`src/rtl/crew_mode_panel.sv`:
```
// Crew-panel front end: synchronizes and debounces five raw switches, arbitrates
// rising-edge events by priority and drives the registered 2-bit lighting mode.
module crew_mode_panel #(
    parameter int DEBOUNCE_CYCLES = 4,
    parameter int DIM_TIMEOUT     = 200
) (
    input  logic       clk,
    input  logic       reset,
    input  logic       btn_off,
    input  logic       btn_normal,
    input  logic       btn_dim,
    input  logic       btn_emerg,
    input  logic       emerg_clear,
    output logic [1:0] mode_select,
    output logic       mode_valid,
    output logic       emerg_active,
    output logic [7:0] cmd_count
);

    localparam int N_IN    = 5;
    localparam int I_OFF   = 0;
    localparam int I_NORM  = 1;
    localparam int I_DIM   = 2;
    localparam int I_EMERG = 3;
    localparam int I_CLEAR = 4;

    localparam logic [3:0]  DB_LAST  = 4'(DEBOUNCE_CYCLES - 1);
    localparam logic [15:0] DIM_LAST = 16'(DIM_TIMEOUT - 1);

    typedef enum logic [1:0] {
        IDLE      = 2'b00,
        NORMAL    = 2'b01,
        DIMMING   = 2'b10,
        EMERGENCY = 2'b11
    } mode_t;

    logic [N_IN-1:0] raw;
    logic [N_IN-1:0] s1;
    logic [N_IN-1:0] s2;
    logic [N_IN-1:0] db;
    logic [N_IN-1:0] db_d;
    logic [N_IN-1:0] ev;
    logic [3:0]      cnt [N_IN];

    mode_t       state;
    mode_t       next_state;
    logic        dim_restart;
    logic [15:0] dim_timer;

    assign raw = {emerg_clear, btn_emerg, btn_dim, btn_normal, btn_off};

    always_ff @(posedge clk or posedge reset) begin
        if (reset) begin
            s1   <= '0;
            s2   <= '0;
            db_d <= '0;
        end else begin
            s1   <= raw;
            s2   <= s1;
            db_d <= db;
        end
    end

    // The debounced level only follows s2 after DEBOUNCE_CYCLES consecutive disagreeing samples.
    always_ff @(posedge clk or posedge reset) begin
        if (reset) begin
            db <= '0;
            for (int i = 0; i < N_IN; i++) begin
                cnt[i] <= '0;
            end
        end else begin
            for (int i = 0; i < N_IN; i++) begin
                if (s2[i] == db[i]) begin
                    cnt[i] <= '0;
                end else if (cnt[i] == DB_LAST) begin
                    db[i]  <= s2[i];
                    cnt[i] <= '0;
                end else begin
                    cnt[i] <= cnt[i] + 4'd1;
                end
            end
        end
    end

    assign ev = db & ~db_d;

    always_ff @(posedge clk or posedge reset) begin
        if (reset) begin
            state        <= IDLE;
            mode_valid   <= 1'b0;
            emerg_active <= 1'b0;
            cmd_count    <= '0;
            dim_timer    <= '0;
        end else begin
            state        <= next_state;
            mode_valid   <= (next_state != state);
            emerg_active <= (next_state == EMERGENCY);
            if (next_state != state) begin
                cmd_count <= cmd_count + 8'd1;
            end
            if (dim_restart) begin
                dim_timer <= '0;
            end else if (state == DIMMING) begin
                dim_timer <= dim_timer + 16'd1;
            end else begin
                dim_timer <= '0;
            end
        end
    end

    // Priority chain emerg > off > dim > normal; the timeout only fires with no button event.
    always_comb begin
        next_state  = state;
        dim_restart = 1'b0;
        if (state == EMERGENCY) begin
            if (ev[I_CLEAR] && (ev[I_EMERG:I_OFF] == 4'd0)) begin
                next_state = NORMAL;
            end
        end else if (ev[I_EMERG]) begin
            next_state = EMERGENCY;
        end else if (ev[I_OFF]) begin
            next_state = IDLE;
        end else if (ev[I_DIM]) begin
            next_state  = DIMMING;
            dim_restart = 1'b1;
        end else if (ev[I_NORM]) begin
            next_state = NORMAL;
        end else if ((state == DIMMING) && (dim_timer == DIM_LAST)) begin
            next_state = NORMAL;
        end
    end

    always_comb begin
        mode_select = state;
    end

endmodule

```
`config.mk`:
```
export PLATFORM = sky130hd
export DESIGN_NAME = crew_mode_panel
export DESIGN_NICKNAME = d
export VERILOG_FILES = /design/src/rtl/crew_mode_panel.sv
export SDC_FILE = /design/constraint.sdc
export NUM_CORES = 1
export LEC_CHECK = 0
export ABC_AREA = 1
export CAP_MARGIN = 5
export CORE_MARGIN = 2
export CORE_UTILIZATION = 36
export CTS_CLUSTER_DIAMETER = 120
export DETAILED_ROUTE_END_ITERATION = 7
export GPL_TIMING_DRIVEN = 0
export MAX_ROUTING_LAYER = met4
export PLACE_DENSITY = 0.54
export SKIP_CTS_REPAIR_TIMING = 1
export SLEW_MARGIN = 20
export SYNTH_ARGS = -nofsm -noshare
export SYNTH_HDL_FRONTEND = slang
export SYNTH_SLANG_ARGS = --single-unit
```
`constraint.sdc`:
```
create_clock -name clk -period 3.5 [get_ports clk]
set_input_delay 0.875 -clock clk [delete_from_list [all_inputs] [get_ports clk]]
set_output_delay 0.875 -clock clk [all_outputs]
set_load 0.02 [all_outputs]
```
# ---- Word level (Yosys, flattened, before mapping)
# Index checks and enable logic that the tools add are counted.
# Widths: inputs -> output; s select.
dict set report word_totals {
  rom_bits 0
  out_inout_bits 12
  elab_cells 78
  reg_bits 68
  ramBits 0
  memories 0
  latchBits 0
  in_bits 7
}
dict set report op_classes {
  addsub 7
  order_cmp 0
  n_div 0
  n_mux 23
  mul 0
  bitwise_logic 7
  eq_ne 15
  shift 0
  reduce_logical 8
}
# operator n
set op_table {}
lappend op_table {{$mux 4} 10}
lappend op_table {{$mux 16} 2}
lappend op_table {{$add 4x1->4 const B} 5}
lappend op_table {{$eq 4x2->1 const B} 5}
lappend op_table {{$add 16x1->16 const B} 1}
lappend op_table {{$eq 16x8->1 const B} 1}
lappend op_table {{$mux 2} 7}
lappend op_table {{$reduce_and 2->1} 5}
lappend op_table {{$add 8x1->8 const B} 1}
lappend op_table {{$eq 2x2->1 const B} 3}
lappend op_table {{$and 5x5->5} 1}
lappend op_table {{$eq 1x1->1} 5}
lappend op_table {{$not 1->1} 5}
lappend op_table {{$not 5->5} 1}
lappend op_table {{$logic_not 4->1} 1}
lappend op_table {{$mux 1} 4}
lappend op_table {{$logic_and 1x1->1} 2}
lappend op_table {{$ne 2x2->1} 1}

# ---- Longest topological paths before layout
# Gate-level depths: netlist (run 1).
dict set report logic_depth {
  ltp_word 9
  depth_mapped 15
  mapped_depth_nobuf 15
}

# ---- Worst setup path after synthesis (run 1)
# OpenSTA, ideal clock, no wires.
dict set report synth_timing {
  path_type {register -> register}
  from {reg state[1] (netlist: mode_select[1])}
  to {reg cmd_count[2]}
  required_ps 3383
  stages_incl_launch_ff 14
  setup_slack_ps 1901
  period_less_slack_ps 1599
  arrival_ps 1482
  cell_sequence {dfrtp_1 > inv_1 > nor2_2 > nand2_1 > nor2_1 > nand2_1 > nand2_1 > nand2_1 > nand2_1 > nand2_1 > nand2_4 > nand2_4 > nand2_1 > nand2_1}
}
dict set report synth_between {
  elab_chain_len 9
  elab_cells_between_ends 11
}
# item line
set synth_rtl {}
lappend synth_rtl {{from (decl)} 45} ;# mode_t state;
lappend synth_rtl {{from (signal assigned)} 95} ;# state <= next_state;
lappend synth_rtl {{$eq 2x2->1} 128} ;# end else if ((state == DIMMING) && (dim_timer == DIM_LAST)) begin
lappend synth_rtl {{$logic_and 1x1->1} 128}
lappend synth_rtl {{$mux 2} 128}
lappend synth_rtl {{$mux 2} 126} ;# end else if (ev[I_NORM]) begin
lappend synth_rtl {{$mux 2} 123} ;# end else if (ev[I_DIM]) begin
lappend synth_rtl {{$mux 2} 121} ;# end else if (ev[I_OFF]) begin
lappend synth_rtl {{$mux 2} 119} ;# end else if (ev[I_EMERG]) begin
lappend synth_rtl {{$mux 2 (*)} 115} ;# if (state == EMERGENCY) begin
lappend synth_rtl {{named net next_state[0]} 46} ;# mode_t next_state;
lappend synth_rtl {{$ne 2x2->1 (*)} 98} ;# if (next_state != state) begin
lappend synth_rtl {{to (signal assigned)} 99} ;# cmd_count <= cmd_count + 8'd1;
lappend synth_rtl {{to (decl)} 17} ;# output logic [7:0] cmd_count
# Mark *: on every way through the listed nets, which the timed path passes. The rest lies on a longest branch.
# A chain may end at the register's enable or synchronous reset.

# ---- Worst setup path in the final report (run 1)
dict set report layout_timing {
  from {reg state[0] (netlist: mode_select[0])}
  to {out mode_select[0]}
}
# item line
set layout_rtl {}
lappend layout_rtl {{to (decl)} 14} ;# output logic [1:0] mode_select,
# No word-level cell between the ends.

==> qor.csv, run 1 <==
stage,metric,value,unit
global_route,first-pass GRT wire length,8750,um
power_and_ir_drop,Peak VDD IR,0.309,mV
layout,final core occ,44.5,%
route,Iteration-0 DRC Markers,95,
die,Core ar.,7810,um2
power_and_ir_drop,Total Power,0.00248,W
timing,Setup Viol. Count Final,0,
setup_path,worst path cell trace,clkdlybuf4s50_1,
setup_path,Reg2Reg Depth,15,
cts,Worst-Skew Late Latency,0.35,ns
layout,post-route insts no fill,459,
die,overall die height,94.4,um
die,total die area,8900,um2
setup_path,WP buf/inv,1,
synth,Synth area leader,dfrtp_1,
synth,post-synth top area share,57.9,%
outcome,status,"complete, no violations",
timing,setup TNS,0,ns
route,First-pass DRT Iterations,4,
setup_path,"slowest stage cell, crit path",clkdlybuf4s50_1,
synth,Syn Inst Count,322,
setup_path,RR Startpoint,dim_timer[0],
setup_path,cell depth of the worst setup path,1,
synth,post-synthesis async set-or-reset flop share,100,%
route,DR DRC count,0,
placement,Post-Place Setup Slack,1.49,ns
setup_path,CP max FO,7,
global_route,GRT Total Usage,13.2,%
cts,Num CTS Buffers,9,
global_route,vias in the first global route,2024,
route,via count,2042,
die,Cell Rows,32,
synth,library cells used by synthesis,22,
setup_path,flop2flop setup slack,1.71,ns
layout,layout overhead on the synthesized area,18.3,%
setup_path,CP startpoint kind,register,
cts,clock slew at reported path FFs,0.08,ns
power_and_ir_drop,pwr dens,714,nW/um2
power_and_ir_drop,Leakage,1.67,nW
hold_path,worst min-delay path startpoint,s1[0],
global_route,initial antenna violation count,0,
synth,"Seq/Total Area, Yosys",57.9,%
synth,commonest cells in the netlist,"dfrtp_1, nand2_1, nor2_1",
synth,Synth Cell Area,2940,um2
route,DRT antenna net count,0,
cts,CTS Root Cell,clkbuf_8,
layout,nets,366,
route,DRT Wirelength,4730,um
synth,Post-synth EDFFs,0,
timing,Worst slew margin,74.3,%
timing,Max Freq,0.421,GHz
synth,Syn Area/Cell,9.13,um2
timing,slew at the pin closest to its max-slew limit,0.382,ns
cts,CTS sink cnt,68,
die,Starting Density,37.6,%
layout,Ant. Diodes,0,
layout,layout cells sized above 1,7.28,%
flow_run,Max Cap Viol,0,
setup_path,CP required,2.62,ns
timing,Period minus WS final,2.38,ns
setup_path,Critical path origin,mode_select[0],
synth,Synth Flop Type,dfrtp_1,
global_route,largest net degree at the start of global routing,54,
setup_path,crit path capture,mode_select[0],
placement,gp weighted congestion,0.789,
setup_path,FF-to-FF End,cmd_count[5],
global_route,Overflow after GRT,0,
hold_path,HP Class,reg2reg,
synth,syn_nets,336,
layout,fillcell total,789,
placement,Placed Cells,443,
route,routed len/inst,10.3,um
timing,Final Max Tran Viols,0,
timing,final worst setup slack,1.12,ns
setup_path,CP peak stage delay,0.66,ns
die,die width,94.4,um
timing,final hold vios,0,
setup_path,CP Class,reg2out,
cts,H-tree depth,3,
route,Via density,4.45,
timing,RSZ-0062 raised after global routing,no,
placement,IO buf count,18,
setup_path,CP endpoint kind,primary output,
timing,clock skew,0.00700,ns
cts,CTS tree,yes,
timing,crit share post-route,67.9,%
placement,DP HPWL,3340,um
synth,"count leader, synth",dfrtp_1,
setup_path,cell family with the largest share of critical-path delay,buffers and inverters,
setup_path,crit path DAT,1.50,ns
die,Ports,19,
cts,worst-case clock buffer depth,2,
synth,Yosys reg bits,68,
synth,largest cells by area after synthesis,"dfrtp_1, nand2_1, nor2_1",
synth,Synth warnings,0,
==> registers in the layout (all words and copies together), names as in the netlist <==
register and cells:
cmd_count 8, s2 5, mode_valid 1, mode_select 2, cnt 20, db 5, emerg_active 1, s1 5
dim_timer 16, db_d 5
==> power by group <==
part           switching, W  internal (W)
registers          0.000135      0.000962
logic              0.000442      0.000302
clock network      0.000311      0.000332
total              0.000888       0.00160
==> area by class of cell <==
type                            instances  area, um2  area share [%]
Tap cell                              102        128            3.67
Inverter                               42        160            4.61
Clock inverter                          7       76.3            2.20
Sequential cell                        68       1700            48.9
Clock buffer                            9        124            3.56
Timing Repair Buffer                   19        208            5.97
Multi-Input combinational cell        212       1080            31.1
==> placed cells by master, fill, tap and decap left out, types with 4 or more instances in the layout <==
cell type / instances
nand4_1: 4
a21oi_1: 14
nand3_1: 25
dfrtp_1: 68
xor2_1: 7
clkdlybuf4s50_1: 18
o21ai_0: 5
inv_1: 40
nor2_1: 57
clkbuf_8: 9
nor3_1: 4
ha_1: 7
xnor2_1: 14
nand2_1: 65
==> worst min path at each step <==
stage	end	depth (start not counted)
2_1_floorplan	s2[0]	0
3_3_place_gp	s2[3]	0
3_5_place_dp	s2[2]	0
4_1_cts	s2[0]	0
5_1_grt	s2[0]	0
6_report	s2[0]	0
==> layer usage <==
| layer | vias up | part of all wire (%) | routed length (um) | global-route usage (%) |
|---|---|---|---|---|
| li1 | 1065 | - | - | - |
| met1 | 945 | 48 | 2290 | 15.8 |
| met4 | 0 | 2.4 | 113 | 6.88 |
| met2 | 22 | 46 | 2180 | 19.9 |
| met5 | - | 0 | 0 | - |
| met3 | 10 | 3.2 | 152 | 4.39 |
==> metrics by stage <==
| step | hold WS (ns) | cell area, um2 |
|---|---|---|
| after floorplan | 0.331 | 2940 |
| after global placement | 0.332 | 3250 |
| after detailed placement | 0.335 | 3280 |
| after CTS | 0.354 | 3480 |
| after global routing | 0.358 | 3480 |
| final | 0.351 | 3480 |
==> cell families (layout without fill, tap and decap cells) <==
family / Yosys count / in the layout / synth area share (%)
fa+ha+maj: 7 / 7 / 2.98
buf+inv: 42 / 77 / 5.36
xor+xnor: 21 / 21 / 6.26
flops: 68 / 68 / 57.9
simple gates: 163 / 163 / 23.6
mux: 1 / 1 / 0.383
compound gates: 20 / 20 / 3.53
Note: power is estimated with default switching activity, not from simulation.
==> inputs of run 2 (changes only) <==
Clock period 3.5 ns to 2.4 ns, I/O delays scaled along.
==> results of run 2 <==
Same layout as run 1 (identical final DEF). Status: complete, no violations.
Main changes from that run: setup slack after placement 1.49 ns -> 0.614 ns; setup slack after layout 1.12 ns -> 0.300 ns; register-to-register setup slack 1.71 ns -> 0.61 ns; total power 0.00248 W -> 0.00362 W; worst IR drop on VDD 0.309 mV -> 0.451 mV
==> inputs of run 3 (changes only) <==
--- a/config.mk
+++ b/config.mk
@@ -6,9 +6,9 @@
 export NUM_CORES = 1
 export LEC_CHECK = 0
-export ABC_AREA = 1
 export CAP_MARGIN = 5
 export CORE_MARGIN = 2
 export CORE_UTILIZATION = 36
 export CTS_CLUSTER_DIAMETER = 120
+export CTS_CLUSTER_SIZE = 25
 export DETAILED_ROUTE_END_ITERATION = 7
 export GPL_TIMING_DRIVEN = 0
==> constraint.sdc (replaced) <==
create_clock -name clk -period 2.4 [get_ports clk]
set_input_delay 0.6 -clock clk [delete_from_list [all_inputs] [get_ports clk]]
set_output_delay 0.6 -clock clk [all_outputs]
set_load 0.05 [all_outputs]
==> qor.csv, run 3 <==
stage,metric,value,unit,change
die,total die area,8660,um2,-2.7%
layout,layout overhead on the synthesized area,17.7,%,
layout,layout cells sized above 1,10.5,%,+3.3 points
global_route,vias in the first global route,1854,,-8.4%
setup_path,WP buf/inv,1,,unchanged
cts,CTS tree,yes,,
layout,"commonest non-fill, non-tap cell in the layout",dfrtp_1,,
route,DR DRC count,0,,unchanged
synth,"Seq/Total Area, Yosys",59.6,%,+1.7 points
synth,largest cells by area after synthesis,"dfrtp_1, xor2_1, nor2_1",,
setup_path,CP required,1.80,ns,
synth,post-synthesis async set-or-reset flop share,100,%,unchanged
hold_path,hold path cells,0,,unchanged
power_and_ir_drop,Clock power frac,22.6,%,-3.3 points
power_and_ir_drop,sw power,0.00138,W,
setup_path,CP max FO,7,,unchanged
die,Core ar.,7690,um2,-1.5%
layout,max reg flops,20,,unchanged
synth,Yosys reg bits,68,,unchanged
route,DRT antenna net count,0,,unchanged
timing,Max Freq,0.450,GHz,
layout,finished layout cell area,3360,um2,-3.3%
power_and_ir_drop,Peak VDD IR,1.05,mV,
setup_path,CP peak stage delay,0.84,ns,+0.18 ns
global_route,Overflow after GRT,0,,unchanged
setup_path,crit path DAT,1.62,ns,+0.12 ns
timing,crit share post-route,92.7,%,
cts,CTS Root Cell,clkbuf_8,,
timing,final worst setup slack,0.176,ns,
power_and_ir_drop,combinational share of power,33.6,%,+3.6 points
global_route,initial antenna violation count,0,,unchanged
timing,slew at the pin closest to its max-slew limit,0.915,ns,+0.533 ns
timing,Setup Viol. Count Final,0,,unchanged
synth,commonest cells in the netlist,"dfrtp_1, nor2_1, xor2_1",,
synth,Syn Area/Cell,11.9,um2,+30%
route,via count,1785,,-13%
synth,syn_nets,254,,-24%
power_and_ir_drop,Int Power,0.00228,W,
layout,Ant. Diodes,0,,unchanged
synth,Syn Inst Count,240,,-25%
flow_run,Max Cap Viol,0,,unchanged
power_and_ir_drop,sequential share of power,43.9,%,-0.3 points
setup_path,cell depth of the worst setup path,1,,unchanged
synth,Synth warnings,0,,unchanged
die,overall die height,93.1,um,-1.4%
synth,"count leader, synth",dfrtp_1,,
placement,IO buf count,18,,unchanged
cts,Num CTS Buffers,9,,unchanged
timing,Worst slew margin,38.5,%,-36 points
setup_path,Reg2Reg Depth,4,,-11
route,Via density,4.73,,+6.4%
die,Cell Rows,32,,unchanged
layout,largest reg by FF count,cnt,,
setup_path,"slowest stage cell, crit path",clkdlybuf4s50_1,,
die,Ports,19,,unchanged
synth,Synth Flop Type,dfrtp_1,,
synth,Synth Cell Area,2860,um2,-2.8%
global_route,GRT Total Usage,12.9,%,-0.28 points
placement,DP HPWL,3080,um,-7.7%
timing,clock skew,0.00968,ns,+0.00267 ns
die,die width,93.1,um,-1.4%
global_route,largest net degree at the start of global routing,38,,-30%
timing,Period minus WS final,2.22,ns,
synth,library cells used by synthesis,36,,+64%
placement,Post-Place Setup Slack,0.289,ns,
route,routed len/inst,12.1,um,+17%
setup_path,worst path cell trace,clkdlybuf4s50_1,,
cts,CTS sink cnt,68,,unchanged
hold_path,HP Class,reg2reg,,
setup_path,cell family with the largest share of critical-path delay,buffers and inverters,,
synth,Synth area leader,dfrtp_1,,
layout,Largest regs,"cnt (20), dim_timer (16), cmd_count (8)",,
cts,Worst-Skew Late Latency,0.34,ns,about the same
layout,nets,284,,-22%
placement,gp weighted congestion,0.798,,+1.2%
layout,"leading cell types in the layout, fill and taps excluded","dfrtp_1, nor2_1, xor2_1",,
outcome,status,"complete, no violations",,
timing,final hold vios,0,,unchanged
timing,Final Max Tran Viols,0,,unchanged
global_route,first-pass GRT wire length,8420,um,-3.8%
die,Starting Density,37.2,%,-0.49 points
synth,post-synth top area share,59.6,%,+1.7 points
route,Iteration-0 DRC Markers,86,,-9.5%
power_and_ir_drop,pwr dens,1090,nW/um2,
power_and_ir_drop,Sw Share,37.6,%,
cts,H-tree depth,3,,unchanged
setup_path,flop2flop setup slack,0.29,ns,
layout,fillcell total,752,,-4.7%
cts,worst-case clock buffer depth,2,,unchanged
placement,cell area after placement,3190,um2,-2.7%
cts,clock slew at reported path FFs,0.07,ns,about the same
timing,RSZ-0062 raised after global routing,no,,
setup_path,CP endpoint kind,primary output,,
power_and_ir_drop,Leakage,1.44,nW,-14%
route,First-pass DRT Iterations,4,,unchanged
timing,WHS,0.351,ns,+0.0000420 ns
setup_path,CP startpoint kind,register,,
synth,Post-synth EDFFs,0,,unchanged
route,DRT Wirelength,4570,um,-3.6%
setup_path,CP Class,reg2out,,
[run 3: cell count changes after synthesis, moves of 5 or more]
| cell | change |
|---|---|
| xor2_1 | +14 |
| nor3b_1 | +5 |
| nor2b_1 | +9 |
| nor2_1 | -26 |
| nand2_1 | -60 |
| inv_1 | -37 |
| a21oi_1 | -5 |
| nand2b_1 | +9 |
| nand3_1 | -8 |
[run 3: final timing paths]
path                                start              to
max                        mode_select[0]  mode_select[0]
min                                 s1[0]           s2[0]
max reg2reg                         db[3]   dim_timer[11]
min reg2reg                         s1[0]           s2[0]
max in group asynchronous           reset    dim_timer[2]
min in group asynchronous           reset           s1[1]
[run 3: metrics by stage]
step                      TNS, ns  std cells  util, %  total power, W
after floorplan                 0        240        -         0.00252
after global placement     -76.38        360     41.2         0.00286
after detailed placement        0        361     41.5         0.00287
after CTS                       0        377     43.8         0.00373
after global routing            0        377     43.8         0.00396
final                           0        377     43.8         0.00366
[run 3: cell families (layout without fill, tap and decap cells)]
| family | after synthesis | count (layout) | synth area share, % |
|---|---|---|---|
| flops | 68 | 68 | 59.6 |
| buf+inv | 5 | 40 | 0.657 |
| mux | 6 | 6 | 2.50 |
| fa+ha+maj | 7 | 7 | 3.07 |
| xor+xnor | 31 | 31 | 9.51 |
| simple gates | 103 | 103 | 19.5 |
| compound gates | 20 | 20 | 5.17 |
[run 3: cell type report]
type	count	area, um2	area share (%)
Clock buffer	9	124	3.68
Tap cell	102	128	3.79
Sequential cell	68	1700	50.6
Clock inverter	7	52.6	1.56
Inverter	4	17.5	0.521
Buffer	1	3.75	0.112
Multi-Input combinational cell	167	1140	33.8
Timing Repair Buffer	19	200	5.95
[run 3: power groups by stage]
| stage | Combinational [W] | Clock [W] | Sequential, W |
|---|---|---|---|
| after floorplan | 0.000685 | 0 | 0.00184 |
| after global placement | 0.00123 | 0 | 0.00163 |
| after detailed placement | 0.00124 | 0 | 0.00163 |
| after CTS | 0.00125 | 0.000871 | 0.00161 |
| after global routing | 0.00137 | 0.000930 | 0.00165 |
| final | 0.00123 | 0.000826 | 0.00161 |
[run 3: per-layer routing]
| layer | vias up | share of wire [%] | GRT usage (%) |
|---|---|---|---|
| li1 | 880 | - | - |
| met1 | 861 | 49 | 16.4 |
| met4 | 0 | 0.64 | 4.78 |
| met3 | 4 | 4.0 | 5.08 |
| met2 | 40 | 46 | 18.8 |
| met5 | - | 0 | - |
